<file path="config.mk">
export PLATFORM = sky130hd
export DESIGN_NAME = c2p_design_wrapper
export DESIGN_NICKNAME = d
export VERILOG_FILES = /design/src/rtl/c2p_design_wrapper.sv
export SDC_FILE = /design/constraint.sdc
export NUM_CORES = 1
export LEC_CHECK = 0
export ABC_AREA = 1
export BUFFER_PORTS_ARGS = -buffer_cell sky130_fd_sc_hd__buf_4
export CAP_MARGIN = 40
export CORE_MARGIN = 2
export CORE_UTILIZATION = 45
export DETAILED_ROUTE_END_ITERATION = 6
export SLEW_MARGIN = 40
export SYNTH_ARGS = -nofsm -noshare
export SYNTH_HDL_FRONTEND = slang
export SYNTH_SLANG_ARGS = --single-unit
</file>
<file path="constraint.sdc">
create_clock -name sys_clock -period 4.99 [get_ports sys_clock]
set_clock_uncertainty 0.1 [all_clocks]
set_input_delay 0.499 -clock sys_clock [delete_from_list [all_inputs] [get_ports sys_clock]]
set_output_delay 0.499 -clock sys_clock [all_outputs]
set_load 0.005 [all_outputs]
</file>
<file path="src/rtl/c2p_design_wrapper.sv">
// c2p_design_wrapper: AXI4-Lite loaded Cartesian-to-polar resampler.
// Bank 0 (addr[30]=0) loads a polar->Cartesian index map. Bank 1 (addr[30]=1)
// loads an image. A trigger on bank 1 streams img[map[k]] for
// k = 0 .. map_count-1, one beat per cycle, with no backpressure.
module c2p_design_wrapper #(
   parameter int MAP_DEPTH = 16,
   parameter int IMG_DEPTH = 16,
   parameter int PIX_W     = 8
) (
   input  logic                         sys_clock,
   input  logic                         reset,
   // write address
   input  logic [31:0]                  s_axi_awaddr,
   input  logic                         s_axi_awvalid,
   output logic                         s_axi_awready,
   // write data
   input  logic [31:0]                  s_axi_wdata,
   input  logic [3:0]                   s_axi_wstrb,
   input  logic                         s_axi_wvalid,
   output logic                         s_axi_wready,
   // write response
   output logic [1:0]                   s_axi_bresp,
   output logic                         s_axi_bvalid,
   input  logic                         s_axi_bready,
   // read address
   input  logic [31:0]                  s_axi_araddr,
   input  logic                         s_axi_arvalid,
   output logic                         s_axi_arready,
   // read data
   output logic [31:0]                  s_axi_rdata,
   output logic [1:0]                   s_axi_rresp,
   output logic                         s_axi_rvalid,
   input  logic                         s_axi_rready,
   // polar pixel stream
   output logic [PIX_W-1:0]             out_pix,
   output logic [$clog2(MAP_DEPTH)-1:0] out_idx,
   output logic                         out_valid,
   output logic                         out_last
);

   localparam int MAP_AW = $clog2(MAP_DEPTH);
   localparam int IMG_AW = $clog2(IMG_DEPTH);

   // Pointer/count limits at pointer width; pointers need one extra bit to reach "full".
   localparam logic [MAP_AW:0] MAP_FULL = (MAP_AW+1)'(MAP_DEPTH);
   localparam logic [IMG_AW:0] IMG_FULL = (IMG_AW+1)'(IMG_DEPTH);
   localparam logic [MAP_AW:0] CNT_ONE  = (MAP_AW+1)'(1);

   typedef enum logic {
      ST_IDLE,
      ST_STREAM
   } state_t;

   // ---------------------------------------------------------------- state
   state_t              state_q, state_d;

   logic                awready_q, awready_d;
   logic                bvalid_q, bvalid_d;
   logic                arready_q, arready_d;
   logic                rvalid_q, rvalid_d;
   logic [31:0]         rdata_q, rdata_d;

   logic [IMG_AW-1:0]   map_q [MAP_DEPTH];
   logic [PIX_W-1:0]    img_q [IMG_DEPTH];

   logic [MAP_AW:0]     map_wptr_q, map_wptr_d;
   logic [MAP_AW:0]     map_count_q, map_count_d;
   logic                map_ready_q, map_ready_d;
   logic [IMG_AW:0]     img_wptr_q, img_wptr_d;
   logic                err_q, err_d;

   logic [MAP_AW:0]     frame_cnt_q, frame_cnt_d;
   logic                out_valid_q, out_valid_d;
   logic                out_last_q, out_last_d;
   logic [MAP_AW-1:0]   out_idx_q, out_idx_d;
   logic [PIX_W-1:0]    out_pix_q, out_pix_d;

   // ---------------------------------------------------------------- decode
   logic                wr_fire, rd_fire;
   logic                wr_bank, rd_bank;
   logic [1:0]          wr_reg, rd_reg;
   logic                map_we, img_we;
   logic                frame_start, frame_done;
   logic                busy;
   logic [31:0]         status;
   logic [31:0]         rd_mux;
   logic [MAP_AW-1:0]   map_widx;
   logic [IMG_AW-1:0]   img_widx;

   // A write commits on the edge where awready is high with both valids still present.
   assign wr_fire  = awready_q && s_axi_awvalid && s_axi_wvalid;
   assign rd_fire  = arready_q && s_axi_arvalid;

   assign wr_bank  = s_axi_awaddr[30];
   assign wr_reg   = s_axi_awaddr[3:2];
   assign rd_bank  = s_axi_araddr[30];
   assign rd_reg   = s_axi_araddr[3:2];

   assign map_widx = map_wptr_q[MAP_AW-1:0];
   assign img_widx = img_wptr_q[IMG_AW-1:0];

   // The frame ends on the edge after the beat flagged last.
   assign frame_done = busy && out_last_q;

   // Address bits outside the decode and the byte strobes are intentionally ignored.
   logic unused_bits;
   assign unused_bits = &{1'b0, s_axi_awaddr[31], s_axi_awaddr[29:4], s_axi_awaddr[1:0],
                          s_axi_araddr[31], s_axi_araddr[29:4], s_axi_araddr[1:0],
                          s_axi_wstrb, s_axi_wdata};

   // ---------------------------------------------------------------- frame FSM
   // FSM state register.
   always_ff @(posedge sys_clock or negedge reset) begin
      // NOTE: sequential state uses <= so every register samples pre-edge values.
      if (!reset) state_q <= ST_IDLE;
      else        state_q <= state_d;
   end

   // FSM next state: start on an accepted trigger, stop after the last beat.
   always_comb begin
      // NOTE: assign a default first so no path leaves the signal unassigned (no latch).
      state_d = state_q;
      case (state_q)
         ST_IDLE:   if (frame_start) state_d = ST_STREAM;
         ST_STREAM: if (out_last_q)  state_d = ST_IDLE;
         default:   state_d = ST_IDLE;
      endcase
   end

   // FSM outputs.
   always_comb begin
      busy = (state_q == ST_STREAM);
   end

   // ---------------------------------------------------------------- AXI channels
   // Handshake generation: one-cycle ready pulses, valids held until accepted.
   always_comb begin
      awready_d = !awready_q && !bvalid_q && s_axi_awvalid && s_axi_wvalid;
      arready_d = !arready_q && !rvalid_q && s_axi_arvalid;

      bvalid_d = bvalid_q;
      if (wr_fire)                     bvalid_d = 1'b1;
      else if (bvalid_q && s_axi_bready) bvalid_d = 1'b0;

      rvalid_d = rvalid_q;
      rdata_d  = rdata_q;
      if (rd_fire) begin
         rvalid_d = 1'b1;
         rdata_d  = rd_mux;
      end else if (rvalid_q && s_axi_rready) begin
         rvalid_d = 1'b0;
      end
   end

   // STATUS word assembly.
   always_comb begin
      status        = 32'd0;
      status[0]     = map_ready_q;
      status[1]     = busy;
      status[2]     = err_q;
      status[15:8]  = 8'(map_count_q);
      status[23:16] = 8'(img_wptr_q);
   end

   // Read mux; sampled at the AR handshake, so a same-edge write is not yet visible.
   always_comb begin
      rd_mux = 32'd0;
      if (!rd_bank) begin
         case (rd_reg)
            2'd0:    rd_mux = 32'(map_wptr_q);
            2'd1:    rd_mux = 32'(map_ready_q);
            2'd2:    rd_mux = status;
            default: rd_mux = 32'd0;
         endcase
      end else begin
         case (rd_reg)
            2'd0:    rd_mux = 32'(img_wptr_q);
            2'd1:    rd_mux = 32'(busy);
            default: rd_mux = 32'd0;
         endcase
      end
   end

   // ---------------------------------------------------------------- register writes
   // Register-write decode: pointer, flag and error updates plus array write enables.
   always_comb begin
      map_wptr_d  = map_wptr_q;
      map_count_d = map_count_q;
      map_ready_d = map_ready_q;
      img_wptr_d  = img_wptr_q;
      err_d       = err_q;
      map_we      = 1'b0;
      img_we      = 1'b0;
      frame_start = 1'b0;

      if (wr_fire) begin
         if (!wr_bank) begin
            case (wr_reg)
               2'd0: begin
                  if (!map_ready_q && (map_wptr_q < MAP_FULL)) begin
                     map_we     = 1'b1;
                     map_wptr_d = map_wptr_q + 1'b1;
                  end else begin
                     err_d = 1'b1;
                  end
               end
               2'd1: begin
                  if (s_axi_wdata[0]) begin
                     map_ready_d = 1'b1;
                     map_count_d = map_wptr_q;
                  end else begin
                     map_ready_d = 1'b0;
                     map_wptr_d  = '0;
                     map_count_d = '0;
                  end
               end
               default: ;
            endcase
         end else begin
            case (wr_reg)
               2'd0: begin
                  if (!busy && (img_wptr_q < IMG_FULL)) begin
                     img_we     = 1'b1;
                     img_wptr_d = img_wptr_q + 1'b1;
                  end else begin
                     err_d = 1'b1;
                  end
               end
               2'd1: begin
                  if (s_axi_wdata[0]) begin
                     if (map_ready_q && (map_count_q != '0) && !busy) frame_start = 1'b1;
                     else                                              err_d       = 1'b1;
                  end
               end
               default: ;
            endcase
         end
      end

      // Image writes are refused while busy, so this never collides with img_we.
      if (frame_done) img_wptr_d = '0;
   end

   // ---------------------------------------------------------------- stream datapath
   // Beat generation: first beat on the trigger edge, then one per edge until last.
   always_comb begin
      frame_cnt_d = frame_cnt_q;
      out_valid_d = out_valid_q;
      out_last_d  = out_last_q;
      out_idx_d   = out_idx_q;
      out_pix_d   = out_pix_q;

      if (frame_start) begin
         // map_count is latched here so later MAP_VALID writes leave the frame alone.
         frame_cnt_d = map_count_q;
         out_valid_d = 1'b1;
         out_idx_d   = '0;
         out_pix_d   = img_q[map_q[0]];
         out_last_d  = (map_count_q == CNT_ONE);
      end else if (frame_done) begin
         out_valid_d = 1'b0;
         out_last_d  = 1'b0;
         out_idx_d   = '0;
         out_pix_d   = '0;
      end else if (busy) begin
         out_idx_d   = out_idx_q + 1'b1;
         out_pix_d   = img_q[map_q[out_idx_d]];
         out_last_d  = ({1'b0, out_idx_d} == (frame_cnt_q - CNT_ONE));
      end
   end

   // ---------------------------------------------------------------- registers
   // Control, handshake and stream registers.
   always_ff @(posedge sys_clock or negedge reset) begin
      if (!reset) begin
         awready_q   <= 1'b0;
         bvalid_q    <= 1'b0;
         arready_q   <= 1'b0;
         rvalid_q    <= 1'b0;
         rdata_q     <= '0;
         map_wptr_q  <= '0;
         map_count_q <= '0;
         map_ready_q <= 1'b0;
         img_wptr_q  <= '0;
         err_q       <= 1'b0;
         frame_cnt_q <= '0;
         out_valid_q <= 1'b0;
         out_last_q  <= 1'b0;
         out_idx_q   <= '0;
         out_pix_q   <= '0;
      end else begin
         awready_q   <= awready_d;
         bvalid_q    <= bvalid_d;
         arready_q   <= arready_d;
         rvalid_q    <= rvalid_d;
         rdata_q     <= rdata_d;
         map_wptr_q  <= map_wptr_d;
         map_count_q <= map_count_d;
         map_ready_q <= map_ready_d;
         img_wptr_q  <= img_wptr_d;
         err_q       <= err_d;
         frame_cnt_q <= frame_cnt_d;
         out_valid_q <= out_valid_d;
         out_last_q  <= out_last_d;
         out_idx_q   <= out_idx_d;
         out_pix_q   <= out_pix_d;
      end
   end

   // Map and image storage.
   always_ff @(posedge sys_clock or negedge reset) begin
      if (!reset) begin
         // NOTE: the arrays are cleared on reset because never-written pixels must read 0;
         // this keeps them in flops rather than a RAM macro.
         for (int i = 0; i < MAP_DEPTH; i++) map_q[i] <= '0;
         for (int i = 0; i < IMG_DEPTH; i++) img_q[i] <= '0;
      end else begin
         if (map_we) map_q[map_widx] <= s_axi_wdata[IMG_AW-1:0];
         if (img_we) img_q[img_widx] <= s_axi_wdata[PIX_W-1:0];
      end
   end

   // ---------------------------------------------------------------- outputs
   assign s_axi_awready = awready_q;
   assign s_axi_wready  = awready_q;
   assign s_axi_bresp   = 2'b00;
   assign s_axi_bvalid  = bvalid_q;
   assign s_axi_arready = arready_q;
   assign s_axi_rdata   = rdata_q;
   assign s_axi_rresp   = 2'b00;
   assign s_axi_rvalid  = rvalid_q;

   assign out_pix   = out_pix_q;
   assign out_idx   = out_idx_q;
   assign out_valid = out_valid_q;
   assign out_last  = out_last_q;

endmodule

</file>
* Word level (Yosys, flattened, before mapping)
Cells that the tools add are included. Widths: inputs -> output; s select.
Operators by class: add/sub/neg operators 4, $lt $le $gt $ge 9, equality and inequality tests 10, mux-type cells 65, bitwise logic cells 7, reductions and logical operators 40
Operator list (count):
- $bwmux 128 | 1
- $bmux 8 s4 | 2
- $bwmux 64 | 1
- $mux 8 | 8
- $pmux 21 s3 | 1
- $mux 5 | 7
- $demux 8 s4 | 1
- $mux 32 | 1
- $mux 1 | 31
- $ge 5x5->1 const B | 5
- $not 4->5 | 5
- $mux 4 | 6
- $pmux 5 s2 | 2
- $reduce_bool 2->1 | 9
- $logic_and 1x1->1 | 17
- $bmux 4 s4 | 1
- $demux 4 s4 | 1
- $add 5x1->5 const B | 2
- $lt 5x1->1 const B | 2
- $lt 5x5->1 const B | 2
- $ne 3x3->1 const B | 3
- $reduce_and 4->1 | 2
- $reduce_and 7->1 | 1
- $logic_not 1->1 | 6
- 13 further kinds | 18
Storage, ports and cells: bits in registers 265, input bits 107, output and inout port bits 55, logic and storage cells 183

* Logic depth before layout (Yosys ltp)
depth after elaboration 12, gate-level depth with buffers 15, depth with buffers taken out 13

* Least setup slack after synthesis
Ideal clock, no wire load.
kind flip-flop to flip-flop, from register out_idx_q[1], in the netlist out_idx[1], to register out_pix_q[4], in the netlist out_pix[4], library setup time 121 ps, arrival time 1977 ps, required time 4769 ps, path slack 2791 ps, cell stages (with the launch flop) 14, buffers on the path 3, clock period less this slack 2199 ps, cell sequence dfrtp_1 ha_1 clkbuf_1 nand3_1 nand3_1 nand3_2 buf_6 buf_6 nand3_1 nand3_1 nand3_1 nand3_1 nand3_1 nand2_1
On the way: longest elaborated chain between the ends 12
RTL lines:
- from (decl) | line 75 | logic [MAP_AW-1:0] out_idx_q, out_idx_d;
- from (signal assigned) | line 305 | out_idx_q <= out_idx_d;
- $add 4x1->4 | line 266 | out_idx_d = out_idx_q + 1'b1;
- $not 4->5 (not written as such) | line 267 | out_pix_d = img_q[map_q[out_idx_d]];
- $bmux 4 s4 | line 267
- $mux 4 (not written as such) (2 in a row) | line 267
- $not 4->5 (not written as such) | line 267
- $bmux 8 s4 | line 267
- $mux 8 (not written as such) (2 in a row) | line 267
- $mux 8 | line 265 | end else if (busy) begin
- $mux 8 | line 260 | end else if (frame_done) begin
- $mux 8 | line 253 | if (frame_start) begin
- to (signal assigned) | line 306 | out_pix_q <= out_pix_d;
- to (decl) | line 76 | logic [PIX_W-1:0] out_pix_q, out_pix_d;
No other way between the ends. The select of a mux whose other input is x is not followed. A chain may end at the register's enable or synchronous reset.

* Worst setup path in the final report
from register out_idx_q[1], in the netlist out_idx[1], to register out_pix_q[6], in the netlist out_pix[6]
Same word-level chain as after synthesis.

==> impl_metrics.toml <==
[synthesis]
async_flop_share_pct = 100
syn-cell-area_sq_um = 12800
synth_enable_flop_cells = 0
dominantRegCellSynth = "sky130_fd_sc_hd__dfrtp_1"
post_synth_num_cell_types = 40
synthCells = 1632
yosysWarnings = 0
post_synth_main_area_contributors = "sky130_fd_sc_hd__dfrtp_1, sky130_fd_sc_hd__nand2_1, sky130_fd_sc_hd__o21ai_0, sky130_fd_sc_hd__nand3_1, sky130_fd_sc_hd__nor2_1"
ys_seq_area_share_pct = 48.4
synth_seq_cells = 248
yosysTopAreaCell = "sky130_fd_sc_hd__dfrtp_1"
netlist.area_leader.share_pct = 48.4
avg_synthesized_cell_area_sq_um = 7.86

[critical_path]
critical_path_required_time_ps = 5320
crit_fanout = 32
cp.arrival_ps = 3850
setup.worst_path.class = "register to register"
worstSetupEndpointType = "register"
critPathLaunchType = "register"

[finish]
final_cell_count_no_fill = 2025
antenna_cells_inserted = 0
layout.nets = 1749
layout-drive-gt1-share_pct = 8.08
area_growth_syn_to_layout_pct = 10.2
top_library_cells_by_usage_in_the_layout_fill_and_taps_aside = "sky130_fd_sc_hd__nand2_1, sky130_fd_sc_hd__o21ai_0, sky130_fd_sc_hd__dfrtp_1"
layout.cells.most_common = "sky130_fd_sc_hd__nand2_1"
design_area_sq_um = 14100

[clocking]
depth_of_the_cts_h_tree = 1
cts_tree = "done"
holdBufCountCts = 1
clk_latency_ps = 550
clkTransAtPathRegs_ps = 60
ctsResizeCount = 0
tritoncts_num_sinks = 248
root_buffer = "sky130_fd_sc_hd__clkbuf_16"
tritoncts.num_buffers = 28
cts_setup_buffers = 0
clock_path_buffers = 3

[floorplanning]
fp.dieH_um = 173
core.rowCount = 61
die_outline_area_sq_um = 29900
die_width_um = 173
core_sq_um = 27900
io-pin-count = 162
initial_utilization_pct = 45.9

[grt]
antenna_violations_before_repair = 0
number_of_global_route_vias_before_repair = 10900
largest_net_degree_at_the_start_of_global_routing = 118
globalRouteTotalUtil_pct = 25.0
global_route.overflow_total = 0
global_route_wire_length_before_repair_mm = 60.7

[route]
drc = 0
route.final.wire_length_mm = 37.5
drt_iter0_drc = 1002
postRouteAntennaNets = 0
routed_via_density = 5.66
via_count = 11500
first_pass_iters = 5
avgRoutedWirePerCell_um = 18.5

[placement]
placed_cells = 1979
dp_hpwl_mm = 22.6
io_buffer_count = 54
postPlaceCellArea_sq_um = 13300
gpl.final_weighted_congestion = 0.809

[min_path]
min-delay-path-class = "primary input to register"

[timing]
setup_tns_final_ps = 0
timing.final.crit_period_ps = 3520
timing.final.setup_violations = 0
hold_vio_cnt_final = 0
worst_slew_pin_slew_ps = 850
final_max_slew_viol_count = 0
fin_hold_ws_ps = 23.5
period_share_pct = 70.6
max_slew_margin_pct = 43.3
rsz_0062_raised_after_global_routing = "false"
fmax_mhz = 284

[power]
vdd_ir_drop_max_mv = 0.606
report.power.total_w = 0.00699
power.leakage_nw = 6.36
power-per-cell-area_nw_per_um2 = 495

[status]
outcome = "completed"

[flow_run]
max_cap_violations = 0
==> layer usage <==
layer  track usage, %  wire length [um]  up-vias
met4             7.49              1060        0
li1                 -                 -     5465
met2             40.7             17100      406
met5                0                 0        -
met3             2.20              2070       67
met1             35.7             17200     5525
==> path summary, 6_finish.rpt <==
path	cells after the start	slack [ps]	end	startpoint
hold / removal	2	20	s_axi_bvalid	s_axi_bready
max in group asynchronous	3	3350	img_q[17]	reset
setup / recovery	14	1470	out_pix[6]	out_idx[1]
min in group asynchronous	2	390	img_q[103]	reset
setup reg to reg	14	1470	out_pix[6]	out_idx[1]
hold reg to reg	2	360	err_q	err_q
==> state kept, by name (all words and copies together) (netlist names), 4 cells and up <==
| register | flops |
|---|---|
| out_pix | 8 |
| map_count_q | 5 |
| out_idx | 4 |
| img_wptr_q | 5 |
| s_axi_rdata | 15 |
| map_q | 64 |
| map_wptr_q | 5 |
| frame_cnt_q | 5 |
| img_q | 128 |
==> cell families (layout without fill, tap and decap cells) <==
family | Yosys count | after routing | share of synthesized area (%)
AO/OA/AOI/OAI | 369 | 369 | 15.8
XOR/XNOR | 8 | 8 | 0.751
adder cells (fa/ha/maj) | 10 | 10 | 0.976
buffers and inverters | 199 | 194 | 7.48
flip-flops | 248 | 248 | 48.4
multiplexers | 8 | 8 | 0.624
other | 1 | 21 | 0.0292
AND/OR/NAND/NOR | 789 | 789 | 26.0
==> worst max-delay path: stages (launching register included) <==
cell and delay (ps):
sky130_fd_sc_hd__dfrtp_1 440, sky130_fd_sc_hd__ha_1 300, sky130_fd_sc_hd__buf_4 270, sky130_fd_sc_hd__inv_1 330
sky130_fd_sc_hd__nand3_1 190, sky130_fd_sc_hd__nand3_1 110, sky130_fd_sc_hd__nand3_1 150, sky130_fd_sc_hd__nand2_1 80
sky130_fd_sc_hd__buf_4 230, sky130_fd_sc_hd__inv_2 610, sky130_fd_sc_hd__nand3_1 150, sky130_fd_sc_hd__nand3_1 100
sky130_fd_sc_hd__nand3_1 140, sky130_fd_sc_hd__nand3_1 130, sky130_fd_sc_hd__nand2_1 50
==> per-stage QoR <==
stage          util, %  setup WS, ps
6_report          50.6          1470
5_1_grt           50.6          1270
4_1_cts           50.6          1500
3_5_place_dp      47.5          1520
3_3_place_gp      47.4          1560
2_1_floorplan        -          2790
==> synth_stat cells, types with 4 or more instances <==
master,count
sky130_fd_sc_hd__nand2_1,423
sky130_fd_sc_hd__o21ai_0,282
sky130_fd_sc_hd__dfrtp_1,248
sky130_fd_sc_hd__nand3_1,232
sky130_fd_sc_hd__nor2_1,108
sky130_fd_sc_hd__inv_1,73
sky130_fd_sc_hd__clkbuf_1,59
sky130_fd_sc_hd__buf_4,26
sky130_fd_sc_hd__a21oi_1,24
sky130_fd_sc_hd__buf_2,20
sky130_fd_sc_hd__o32ai_1,17
sky130_fd_sc_hd__o22ai_1,13
sky130_fd_sc_hd__buf_6,12
sky130_fd_sc_hd__ha_1,10
sky130_fd_sc_hd__a22oi_1,9
sky130_fd_sc_hd__mux2i_1,8
sky130_fd_sc_hd__o221ai_1,8
sky130_fd_sc_hd__inv_2,6
sky130_fd_sc_hd__nor3_1,6
sky130_fd_sc_hd__o211ai_1,6
sky130_fd_sc_hd__nand4_1,5
sky130_fd_sc_hd__nor4_1,5
sky130_fd_sc_hd__nand3_2,4
==> layout make-up <==
cell class                      instances  area (sq um)
Clock buffer                           43           858
Clock inverter                          2          10.0
Fill cell                            2785         13800
Inverter                               79           297
Multi-Input combinational cell       1205          5740
Sequential cell                       248          6210
Tap cell                              378           473
Timing Repair Buffer                   70           552
==> where the power goes <==
part	internal, W	leakage, nW	switching [W]
clock	0.00116	0.430	0.000806
sequential	0.00209	3.40	0.0000823
combinational	0.000815	2.53	0.00203
Note: power is estimated with default switching activity, not from simulation.
